## config.mk

```make
export PLATFORM = sky130hd
export DESIGN_NAME = reg8_serial_tx
export DESIGN_NICKNAME = d
export VERILOG_FILES = /design/src/rtl/reg8_serial_tx_pkg.sv /design/src/rtl/reg8_serial_tx_piso_shift_reg.sv /design/src/rtl/reg8_serial_tx.sv
export SDC_FILE = /design/constraint.sdc
export NUM_CORES = 1
export LEC_CHECK = 0
export ABC_CLOCK_PERIOD_IN_PS = 1800
export CAP_MARGIN = 20
export CORE_MARGIN = 2
export CORE_UTILIZATION = 48
export CTS_BUF_LIST = sky130_fd_sc_hd__clkbuf_16
export DETAILED_ROUTE_END_ITERATION = 6
export PLACE_DENSITY = 0.76
export RECOVER_POWER = 50
export SYNTH_ARGS = -nofsm -noshare
export SYNTH_HDL_FRONTEND = slang
export SYNTH_SLANG_ARGS = --single-unit
```

## constraint.sdc

```tcl
create_clock -name clk -period 1.8 [get_ports clk]
set_input_delay 0.27 -clock clk [delete_from_list [all_inputs] [get_ports clk]]
set_output_delay 0.27 -clock clk [all_outputs]
set_load 0.02 [all_outputs]
```

## src/rtl/reg8_serial_tx_pkg.sv

```systemverilog
// Shared types and helpers for the parallel-in/serial-out transmitter.
package reg8_serial_tx_pkg;

  // Default word width, matching the datapath's 8-bit registers.
  localparam int DEFAULT_WIDTH = 8;

  // Transmitter control states.
  typedef enum logic [0:0] {
    ST_IDLE  = 1'b0,
    ST_SHIFT = 1'b1
  } state_t;

  // Bit-counter width. It counts 0..width-1, and it is never narrower than 1 bit.
  function automatic int cnt_width(input int width);
    return (width < 2) ? 1 : $clog2(width);
  endfunction

endpackage

```

## src/rtl/reg8_serial_tx_piso_shift_reg.sv

```systemverilog
// Loadable shift register with a selectable output end. Load has priority over
// shift, so a reload on the final transfer overwrites the shift that would
// otherwise happen in that cycle.
module piso_shift_reg
  import reg8_serial_tx_pkg::*;
#(
  parameter int WIDTH     = DEFAULT_WIDTH,
  parameter bit MSB_FIRST = 1'b1
) (
  input  logic             clk,
  input  logic             rst,
  input  logic             load,
  input  logic             shift,
  input  logic [WIDTH-1:0] d,
  output logic [WIDTH-1:0] q,
  output logic             bit_out
);

  logic [WIDTH-1:0] r_q;
  logic [WIDTH-1:0] w_shifted;

  // The next value after one shift toward the output end, with zero fill.
  always_comb begin
    w_shifted = '0;
    if (MSB_FIRST) begin
      w_shifted = {r_q[WIDTH-2:0], 1'b0};
    end else begin
      w_shifted = {1'b0, r_q[WIDTH-1:1]};
    end
  end

  // Storage: reset clears, load captures the word, shift advances one bit.
  always_ff @(posedge clk or posedge rst) begin
    if (rst) begin
      r_q <= '0;
    end else if (load) begin
      r_q <= d;
    end else if (shift) begin
      r_q <= w_shifted;
    end
  end

  assign q       = r_q;
  assign bit_out = MSB_FIRST ? r_q[WIDTH-1] : r_q[0];

endmodule

```

## src/rtl/reg8_serial_tx.sv

```systemverilog
// Read-out end of the register path. It accepts a parallel word when it is free,
// or on the cycle its final bit is accepted, and sends the word out one bit per
// serial handshake.
//
//   state    | meaning
//   ---------+------------------------------------------------------------
//   ST_IDLE  | no word held; load_ready=1, ser_valid=0
//   ST_SHIFT | word in flight; ser_valid=1, busy=1, bit counter tracks position
module reg8_serial_tx
  import reg8_serial_tx_pkg::*;
#(
  parameter int WIDTH     = DEFAULT_WIDTH,
  parameter bit MSB_FIRST = 1'b1
) (
  input  logic             clk,
  input  logic             rst,
  input  logic             load_valid,
  output logic             load_ready,
  input  logic [WIDTH-1:0] din,
  output logic             ser_valid,
  input  logic             ser_ready,
  output logic             ser_out,
  output logic             ser_last,
  output logic             busy,
  output logic             done
);

  localparam int             CW       = cnt_width(WIDTH);
  localparam logic [CW-1:0]  LAST_CNT = CW'(WIDTH - 1);

  state_t            r_state;
  state_t            w_state_nxt;
  logic [CW-1:0]     r_cnt;
  logic              r_done;

  logic              w_in_shift;
  logic              w_last;
  logic              w_xfer;
  logic              w_load;
  logic              w_ser_bit;
  logic [WIDTH-1:0]  w_sreg_q_unused;

  assign w_in_shift = (r_state == ST_SHIFT);
  assign w_last     = w_in_shift && (r_cnt == LAST_CNT);
  assign w_xfer     = w_in_shift && ser_ready;

  // load_ready looks only at state and ser_ready, so it never forms a loop
  // with the upstream load_valid.
  assign load_ready = !w_in_shift || (w_last && ser_ready);
  assign w_load     = load_valid && load_ready;

  // FSM state register.
  always_ff @(posedge clk or posedge rst) begin
    if (rst) begin
      r_state <= ST_IDLE;
    end else begin
      r_state <= w_state_nxt;
    end
  end

  // Next-state decode. A reload on the last transfer keeps SHIFT, which gives
  // back-to-back words with no gap.
  always_comb begin
    w_state_nxt = r_state;
    case (r_state)
      ST_IDLE: begin
        if (load_valid) begin
          w_state_nxt = ST_SHIFT;
        end
      end
      ST_SHIFT: begin
        if (w_xfer && w_last && !load_valid) begin
          w_state_nxt = ST_IDLE;
        end
      end
      default: begin
        w_state_nxt = ST_IDLE;
      end
    endcase
  end

  // Bit position counter. It returns to 0 on the last transfer so that it
  // never runs past WIDTH-1, even when WIDTH is not a power of two.
  always_ff @(posedge clk or posedge rst) begin
    if (rst) begin
      r_cnt <= '0;
    end else if (w_load) begin
      r_cnt <= '0;
    end else if (w_xfer) begin
      if (w_last) begin
        r_cnt <= '0;
      end else begin
        r_cnt <= r_cnt + 1'b1;
      end
    end
  end

  // One-cycle completion pulse after the final bit is accepted.
  always_ff @(posedge clk or posedge rst) begin
    if (rst) begin
      r_done <= 1'b0;
    end else begin
      r_done <= w_xfer && w_last;
    end
  end

  // The full register contents are not needed here. Only the output-end bit is used.
  piso_shift_reg #(
    .WIDTH     (WIDTH),
    .MSB_FIRST (MSB_FIRST)
  ) u_piso (
    .clk     (clk),
    .rst     (rst),
    .load    (w_load),
    .shift   (w_xfer),
    .d       (din),
    .q       (w_sreg_q_unused),
    .bit_out (w_ser_bit)
  );

  assign ser_out   = w_ser_bit;
  assign ser_valid = w_in_shift;
  assign busy      = w_in_shift;
  assign ser_last  = w_last;
  assign done      = r_done;

endmodule

```

# Yosys cells after proc, flatten, opt, wreduce, memory -nomap -nowiden
# Index checks and enable logic that the tools add are counted.
op_classes:
  addsub: 1
  multipliers: 0
  div_mod_pow: 0
  magnitude_cmp: 0
  n_eq_ne: 1
  n_shift: 0
  n_mux: 8
  bitwise: 1
  reduce_logical: 10
ops:
  columns: ["op", "n"]
  rows:
  - ["$mux W8", 2]
  - ["$mux W3", 3]
  - ["$logic_and A1 B1 Y1", 6]
  - ["$add A3 B1 Y3 const B", 1]
  - ["$eq A3 B3 Y1 const B", 1]
  - ["$logic_not A1 Y1", 2]
  - ["$mux W1", 2]
  - ["$pmux W1 S2", 1]
  - ["$reduce_bool A2 Y1", 1]
  - ["$logic_or A1 B1 Y1", 1]
  - ["$not A1 Y1", 1]
totals:
  register_bits: 13
  latchBits: 0
  ram_bits: 0
  rom_bits: 0
  in_bits: 12
  out_inout_bits: 6
  elab_cells: 25
  n_memories: 0

# Longest topological paths before layout
# Gate-level depths: netlist (run 1).
logic_depth:
  word_depth: 6
  depth_mapped: 5
  ltp_nobuf: 5

# Cells and area by module
# Synthesis (run 1) repeated with hierarchy kept, for this count alone.
hier_totals:
  cells_unflattened: 64
  hier_area_um2: 681.9
by_module_without_submodules:
  columns: ["module", "n_inst", "cells_each", "area_per_inst_um2", "seq_area_each_um2"]
  rows:
  - ["piso_shift_reg", 1, 36, 380.4, 200.2]
  - ["reg8_serial_tx", 1, 28, 301.5, 125.1]

# Worst setup path after synthesis (run 1)
# No wires, ideal clock.
synth_path:
  kind: "register to register"
  from: "register r_cnt[0]"
  to: "register u_piso.r_q[0], in the netlist u_piso.q[0]"
  t_arrival_ns: 1.381
  required_ns: 1.678
  slack_ns: 0.297
  stages_incl_launch_ff: 6
  path_buffers: 0
  synth_period_minus_slack_ns: 1.503
  cell_sequence: "dfrtp_1 ha_1 ha_1 nand2_1 nand2_1 a32o_1"
synth_via:
  elab_chain_cells: 6
synth_lines:
  columns: ["element", "line", "source"]
  rows:
  - ["start: declaration", "reg8_serial_tx.sv:33", "logic [CW-1:0] r_cnt;"]
  - ["start signal: assignment", "reg8_serial_tx.sv:93", "r_cnt <= r_cnt + 1'b1;"]
  - ["$eq A3 B3 Y1 (*)", "reg8_serial_tx.sv:44", "assign w_last = w_in_shift && (r_cnt == LAST_CNT);"]
  - ["$logic_and A1 B1 Y1 (*)", "reg8_serial_tx.sv:44", null]
  - ["$logic_and A1 B1 Y1 (*)", "reg8_serial_tx.sv:49", "assign load_ready = !w_in_shift || (w_last && ser_ready);"]
  - ["$logic_or A1 B1 Y1 (*)", "reg8_serial_tx.sv:49", null]
  - ["via load_ready", "reg8_serial_tx.sv:18", "output logic load_ready,"]
  - ["$logic_and A1 B1 Y1 (*)", "reg8_serial_tx.sv:50", "assign w_load = load_valid && load_ready;"]
  - ["$mux W8 / $reduce_bool A2 Y1 (equally long branches)", null, null]
  - ["end signal: assignment", "reg8_serial_tx_piso_shift_reg.sv:39", "r_q <= w_shifted;"]
  - ["end: declaration", "reg8_serial_tx_piso_shift_reg.sv:19", "logic [WIDTH-1:0] r_q;"]
# Mark *: on every way through the listed nets, which the timed path passes. The rest lies on a longest branch.
# A chain may end at the register's enable or synchronous reset.

# Worst setup path in the final report (run 1)
layout_path:
  from: "register r_state, in the netlist busy"
  to: "output port busy"
layout_lines:
  columns: ["element", "line", "source"]
  rows:
  - ["start: declaration", "reg8_serial_tx.sv:31", "state_t r_state;"]
  - ["start signal: assignment", "reg8_serial_tx.sv:57", "r_state <= w_state_nxt;"]
  - ["end: declaration", "reg8_serial_tx.sv:24", "output logic busy,"]
# No word-level cell between the ends.

==> impl_metrics.csv, run 1 <==
group,metric,value,unit
setup_path,worstPathArrival,1.37,ns
synth,async_flop_share,100,%
die,rows,14,
timing,tightest_slew,0.503,ns
detailed_routing,vias_per_cell,5.73,
power_and_ir_drop,pwr-share-clk,29.5,%
placement,hpwl,1180,um
power_and_ir_drop,swShare,29.2,%
setup_path,cp-end-kind,"output pin",
synth,yosysMostFrequentCell,"dfrtp_1",
synth,synth_edf_count,0,
setup_path,path_cells,"clkdlybuf4s50_1",
synth,synth_common_cells,"dfrtp_1, nand2b_1, mux2i_1",
global_routing,use_met3,6.00,%
power_and_ir_drop,intPower,0.967,mW
synth,syn_area,797,sq um
setup_path,worstPathRequired,1.53,ns
setup_path,critPathMaxStageDelay,0.66,ns
die,die_w,44.8,um
detailed_routing,first_iter_violations,7,
detailed_routing,wl,1640,um
timing,rsz0062_at_grt,"no",
synth,synthFlopType,"dfrtp_1",
outcome,status,"finished clean",
timing,max_freq,0.608,GHz
cts,clkTransAtPathRegs,0.04,ns
cts,tritoncts,"yes",
detailed_routing,drt_pass1_iterations,4,
cts,cts_inserted_buffers,3,
detailed_routing,vias,653,
power_and_ir_drop,switchingPower,0.399,mW
die,top_level_ports,18,
timing,final_hold_viol_count,0,
final_layout,nets,113,
hold_path,hp-class,"flop to flop",
cts,cts.sinks,13,
setup_path,path_buf_inv,1,
die,initial_core_util,52.3,%
global_routing,grt_max_degree,15,
placement,dp_slack,0.0457,ns
setup_path,crit_family,"buffers and inverters",
timing,drv_slew,0,
timing,hold_slack,0.483,ns
cts,cts_buffer_depth,2,
synth,yosysWarningCount,0,
global_routing,antenna_found_initial,0,
power_and_ir_drop,vdd_drop_max,0.985,mV
final_layout,drive_gt1_share,19.4,%
die,fp.dieH,44.8,um
cts,worstSkewPairLatency,0.24,ns
global_routing,grt_use_total,19.7,%
power_and_ir_drop,p_leak,0.534,nW
setup_path,cp_max_fo,7,
power_and_ir_drop,power,1.37,mW
placement,globalplace.congestion,0.742,
global_routing,grt-ovfl-total,0,
synth,yosys.area.top_type,"dfrtp_1",
synth,yosys.cell_types.count,22,
power_and_ir_drop,power_frac_comb,37.5,%
synth,yosys_register_bits,13,
setup_path,crit_slowest_cell,"clkdlybuf4s50_1",
synth,netlist.area_leader.share,40.8,%
setup_path,path_class,"flop to output pin",
timing,worst_slack,0.157,ns
global_routing,grt_pass1_wl,2790,um
synth,syn_avg_cell_area,10.6,sq um
cts,root_buffer,"clkbuf_16",
global_routing,grt_pass1_vias,635,
synth,syn_inst,75,
timing,finalSetupViolCount,0,
final_layout,syn_to_final_growth,33.4,%
timing,setup_tns,0,ns
cts,htree_levels,1,
final_layout,num-fill-cells,122,
global_routing,met2_usage,32.5,%
flow_run,drv_cap,0,
synth,ys_top_cells_by_area,"dfrtp_1, mux2i_1, nand2b_1",
placement,io_buffers,17,
global_routing,top_usage_layer,"met2",
power_and_ir_drop,power.density,1280,nW/um^2
global_routing,use_met1,23.5,%
setup_path,critPathLaunchType,"flop",
power_and_ir_drop,seqPwrFrac,33.0,%
die,core_region_area,1520,sq um
cts,postCtsSetupRepairBufs,0,
detailed_routing,ant_nets,0,
synth,yosysSeqAreaShare,40.8,%
final_layout,antennaDiodeCount,0,
timing,skew,0.00193,ns
detailed_routing,wire_per_inst,14.4,um
timing,layout_min_cycle_time,1.64,ns
synth,synth_nets,89,
timing,slew_headroom,66.4,%
die,dieArea,2000,sq um
timing,post-route-period-util,91.3,%
cts,cts_hold_buffers,0,
detailed_routing,drc,0,
## power by group through the flow
stage | Combinational, mW | Sequential (mW) | Clock [mW]
after floorplan | 0.347 | 0.464 | 0
after global placement | 0.509 | 0.449 | 0
after detailed placement | 0.529 | 0.457 | 0
after CTS | 0.529 | 0.452 | 0.415
after global routing | 0.567 | 0.466 | 0.434
final | 0.512 | 0.451 | 0.403
## placed cells by master (no fill, tap or decap), drive strengths merged
| cell | n |
|---|---|
| dfrtp | 13 |
| clkdlybuf4s50 | 13 |
| nand2b | 10 |
| mux2i | 8 |
| o22ai | 7 |
| a21oi | 7 |
| nand2 | 7 |
| mux2 | 7 |
| clkbuf | 7 |
| buf | 5 |
| inv | 2 |
| ha | 2 |
| dlygate4sd3 | 2 |
| nor2 | 2 |
| nand4 | 1 |
| a32o | 1 |
| nand4b | 1 |
| and2 | 1 |
| and3 | 1 |
| a22o | 1 |
## path summary, 6_finish.rpt
check	from	endpoint	slack [ns]	cells past startpoint
min reg2reg	r_cnt[2]$_DFFE_PP0P_	r_cnt[2]$_DFFE_PP0P_	0.48	2
max	busy$_DFF_PP0_	busy	0.16	1
min in group asynchronous	rst	u_piso.q[4]$_DFFE_PP0P_	0.50	2
max reg2reg	r_cnt[0]$_DFFE_PP0P_	r_cnt[0]$_DFFE_PP0P_	0.21	6
max in group asynchronous	rst	u_piso.q[7]$_DFFE_PP0P_	0.96	2
min	r_cnt[2]$_DFFE_PP0P_	r_cnt[2]$_DFFE_PP0P_	0.48	2
## registers in the layout, summed over array words and instances (netlist names)
signal	flops
u_piso.q	8
done	1
r_cnt	3
busy	1
## metrics by stage
step,cell area (sq um),utilization [%],std cells
floorplan,797,-,75
global route,1060,69.8,114
detailed placement,1000,65.8,110
global placement,1000,65.8,110
CTS,1080,70.8,114
finish,1060,69.8,114
## cell families after synthesis
family	Yosys count	synth area share (%)
and+or+nand+nor	23	16.8
AOI/OAI and AO/OA	16	12.2
muxes	15	21.8
DFF	13	40.8
buffers and inverters	6	5.18
adders and majority gates	2	3.14
## what timing repair did
item,in CTS,in global routing
hold endpoints to repair,0,0
resized for setup,2,4
endpoints found under the setup margin,2,2
## cell type report
class / count / area (sq um) / share of cell area, %
clock buffer: 3 / 75.1 / 7.06
clock inverter: 1 / 3.75 / 0.353
inverter: 1 / 3.75 / 0.353
multi-input combinational: 56 / 430 / 40.5
sequential: 13 / 325 / 30.6
tap: 16 / 20.0 / 1.88
timing repair buffer: 24 / 205 / 19.3
## routing by layer
metal / up-vias / share of wire, %
met3: 2 / 6.4
met4: 0 / 0.92
met5: - / 0
met2: 22 / 49
met1: 309 / 44
li1: 320 / -
No activity file was read; power rests on OpenSTA's default activity.
==> run 2, diff against run 1 <==
--- a/config.mk
+++ b/config.mk
@@ -8,11 +8,12 @@
 export ABC_CLOCK_PERIOD_IN_PS = 1800
 export CAP_MARGIN = 20
 export CORE_MARGIN = 2
-export CORE_UTILIZATION = 48
+export CORE_UTILIZATION = 46
 export CTS_BUF_LIST = sky130_fd_sc_hd__clkbuf_16
 export DETAILED_ROUTE_END_ITERATION = 6
-export PLACE_DENSITY = 0.76
+export PLACE_DENSITY = 0.75
 export RECOVER_POWER = 50
 export SYNTH_ARGS = -nofsm -noshare
 export SYNTH_HDL_FRONTEND = slang
+export SYNTH_HIERARCHICAL = 1
 export SYNTH_SLANG_ARGS = --single-unit
==> run 2 against run 1 <==
Against the previous run: register-to-register slack is essentially flat; critical path type unchanged; largest cell class is now sequential cells; utilization up 0.57 points; synthesized cell count shrank 16%.
==> impl_metrics.csv, run 2 <==
group,metric,value,unit
detailed_routing,vias_per_cell,5.07,
global_routing,grt-ovfl-total,0,
global_routing,grt_max_degree,17,
power_and_ir_drop,intPower,0.860,mW
timing,rsz0062_at_grt,"no",
cts,clkTransAtPathRegs,0.04,ns
cts,cts_inserted_buffers,3,
die,fp.dieH,42.3,um
outcome,status,"finished clean",
placement,hpwl,976,um
final_layout,final_area,938,sq um
cts,cts_buffer_depth,2,
timing,layout_min_cycle_time,1.71,ns
global_routing,grt_use_total,17.4,%
setup_path,timing.rr.end,"u_piso/q[0]$_DFFE_PP0P_",
die,dieArea,1790,sq um
synth,syn_avg_cell_area,10.7,sq um
setup_path,cp-startpoint,"r_cnt[0]$_DFFE_PP0P_",
final_layout,final_common_cell,"clkdlybuf4s50_1",
power_and_ir_drop,switchingPower,0.325,mW
timing,drv_slew,0,
timing,worst_slack,0.0885,ns
setup_path,path_class,"flop to output pin",
timing,slew_headroom,64.8,%
cts,cts.sinks,13,
setup_path,path_cells,"ha_1 > ha_1 > a21boi_2 > inv_1 > clkbuf_2",
setup_path,cpMostUsedCell,"ha_1",
synth,syn_area,674,sq um
placement,globalplace.congestion,0.840,
synth,synth_nets,77,
cts,cts_hold_buffers,0,
cts,htree_levels,1,
setup_path,worstPathRequired,1.53,ns
setup_path,cp_max_fo,3,
setup_path,r2r_start,"r_cnt[0]$_DFFE_PP0P_",
detailed_routing,first_iter_violations,8,
setup_path,path_buf_inv,2,
placement,dp_slack,-0.119,ns
setup_path,reg2reg_depth,6,
cts,root_buffer,"clkbuf_16",
final_layout,nets,101,
setup_path,crit_family,"adder cells",
timing,finalSetupViolCount,0,
flow_run,drv_cap,0,
final_layout,syn_to_final_growth,39.1,%
timing,max_freq,0.584,GHz
die,core_region_area,1330,sq um
cts,worstSkewPairLatency,0.24,ns
die,die_w,42.3,um
setup_path,critPathLaunchType,"flop",
synth,yosysWarningCount,6,
placement,placed_cell_area,867,sq um
power_and_ir_drop,vdd_drop_max,0.757,mV
setup_path,crit_slowest_cell,"dfrtp_1",
power_and_ir_drop,pwr-share-clk,34.3,%
power_and_ir_drop,p_leak,0.453,nW
final_layout,largest_reg_flops,8,
power_and_ir_drop,swShare,27.4,%
detailed_routing,drt_pass1_iterations,4,
power_and_ir_drop,seqPwrFrac,37.4,%
timing,skew,0.00425,ns
timing,hold_slack,0.392,ns
final_layout,utilization,70.4,%
final_layout,drive_gt1_share,15.1,%
final_layout,antennaDiodeCount,0,
die,initial_core_util,50.6,%
final_layout,final_cell_mix,"clkdlybuf4s50_1, dfrtp_1, nand2_1, mux2i_1, o21ai_1",
power_and_ir_drop,power_frac_comb,28.3,%
detailed_routing,vias,512,
synth,syn_inst,63,
detailed_routing,wire_per_inst,13.0,um
cts,tritoncts,"yes",
timing,post-route-period-util,95.1,%
global_routing,met2_usage,28.6,%
setup_path,critPathMaxStageDelay,0.37,ns
cts,postCtsSetupRepairBufs,0,
global_routing,grt_pass1_wl,2220,um
detailed_routing,drc,0,
global_routing,use_met3,7.76,%
placement,io_buffers,17,
detailed_routing,wl,1310,um
global_routing,top_usage_layer,"met2",
timing,final_hold_viol_count,0,
timing,tightest_slew,0.526,ns
final_layout,num-fill-cells,111,
power_and_ir_drop,power.density,1260,nW/um^2
setup_path,r2r_setup_slack,0.21,ns
detailed_routing,ant_nets,0,
global_routing,grt_pass1_vias,534,
setup_path,worstPathArrival,1.44,ns
die,top_level_ports,18,
global_routing,antenna_found_initial,0,
setup_path,cp-end-kind,"output pin",
global_routing,use_met1,19.8,%
die,rows,13,
hold_path,hp-class,"input port to async pin",
## run 2: cell types whose count changed in the layout (fill, tap and decap cells not counted), sizes merged, moves of 2 or more
cell    before  now
mux2         7    0
o22ai        7    0
o21ai        0    8
nand3b       0    2
nand2        7    9
nand2b      10    1
a21oi        7    0
nor2         2    0
or3b         0    2
nand3        0    2
inv          2    4
## run 2: layout make-up
type	count	area, sq um	area share, %
sequential	13	325	34.7
timing repair buffer	23	201	21.5
tap	15	18.8	2.00
multi-input combinational	43	303	32.3
clock inverter	1	3.75	0.400
clock buffer	3	75.1	8.00
inverter	3	11.3	1.20
## run 2: layer usage
layer	share of wire (%)	vias up
met1	47	240
met2	48	9
met3	4.8	0
li1	-	263
met5	0	-
met4	0	0
## run 2: metrics by stage
stage	total power, mW	setup TNS (ns)	instances
2_1_floorplan	0.651	0	63
3_3_place_gp	0.771	-0.356	97
3_5_place_dp	0.792	-0.517	97
4_1_cts	1.20	-0.0646	101
5_1_grt	1.25	0	101
6_report	1.19	0	101
## run 2: worst max path at each step
| stage | to | slack (ns) | cells past startpoint |
|---|---|---|---|
| 2_1_floorplan | u_piso/q[6]$_DFFE_PP0P_ | 0.31 | 7 |
| 3_3_place_gp | u_piso/q[0]$_DFFE_PP0P_ | -0.10 | 5 |
| 3_5_place_dp | u_piso/q[0]$_DFFE_PP0P_ | -0.12 | 5 |
| 4_1_cts | load_ready | -0.06 | 5 |
| 5_1_grt | load_ready | 0.01 | 5 |
| 6_report | load_ready | 0.09 | 5 |
## run 2: what timing repair did
| action | in CTS | in global routing |
|---|---|---|
| pin swaps | 1 | 0 |
| endpoints found under the setup margin | 10 | 2 |
| gates resized for setup | 5 | 3 |
| gates cloned | 0 | 0 |
| endpoints found under the hold margin | 0 | 0 |
## run 2: power by group through the flow
stage | registers [mW] | logic (mW) | clock network, mW
after floorplan | 0.454 | 0.197 | 0
after CTS | 0.444 | 0.345 | 0.414
final | 0.443 | 0.336 | 0.406
after detailed placement | 0.448 | 0.344 | 0
after global routing | 0.453 | 0.369 | 0.432
after global placement | 0.443 | 0.328 | 0
## run 2: worst register-to-register path, stage by stage (launching register included)
cell      delay [ns]
dfrtp_1         0.34
ha_1            0.17
ha_1            0.20
a21boi_2        0.09
nor2b_2         0.45
nand2b_1        0.17
o21ai_0         0.06
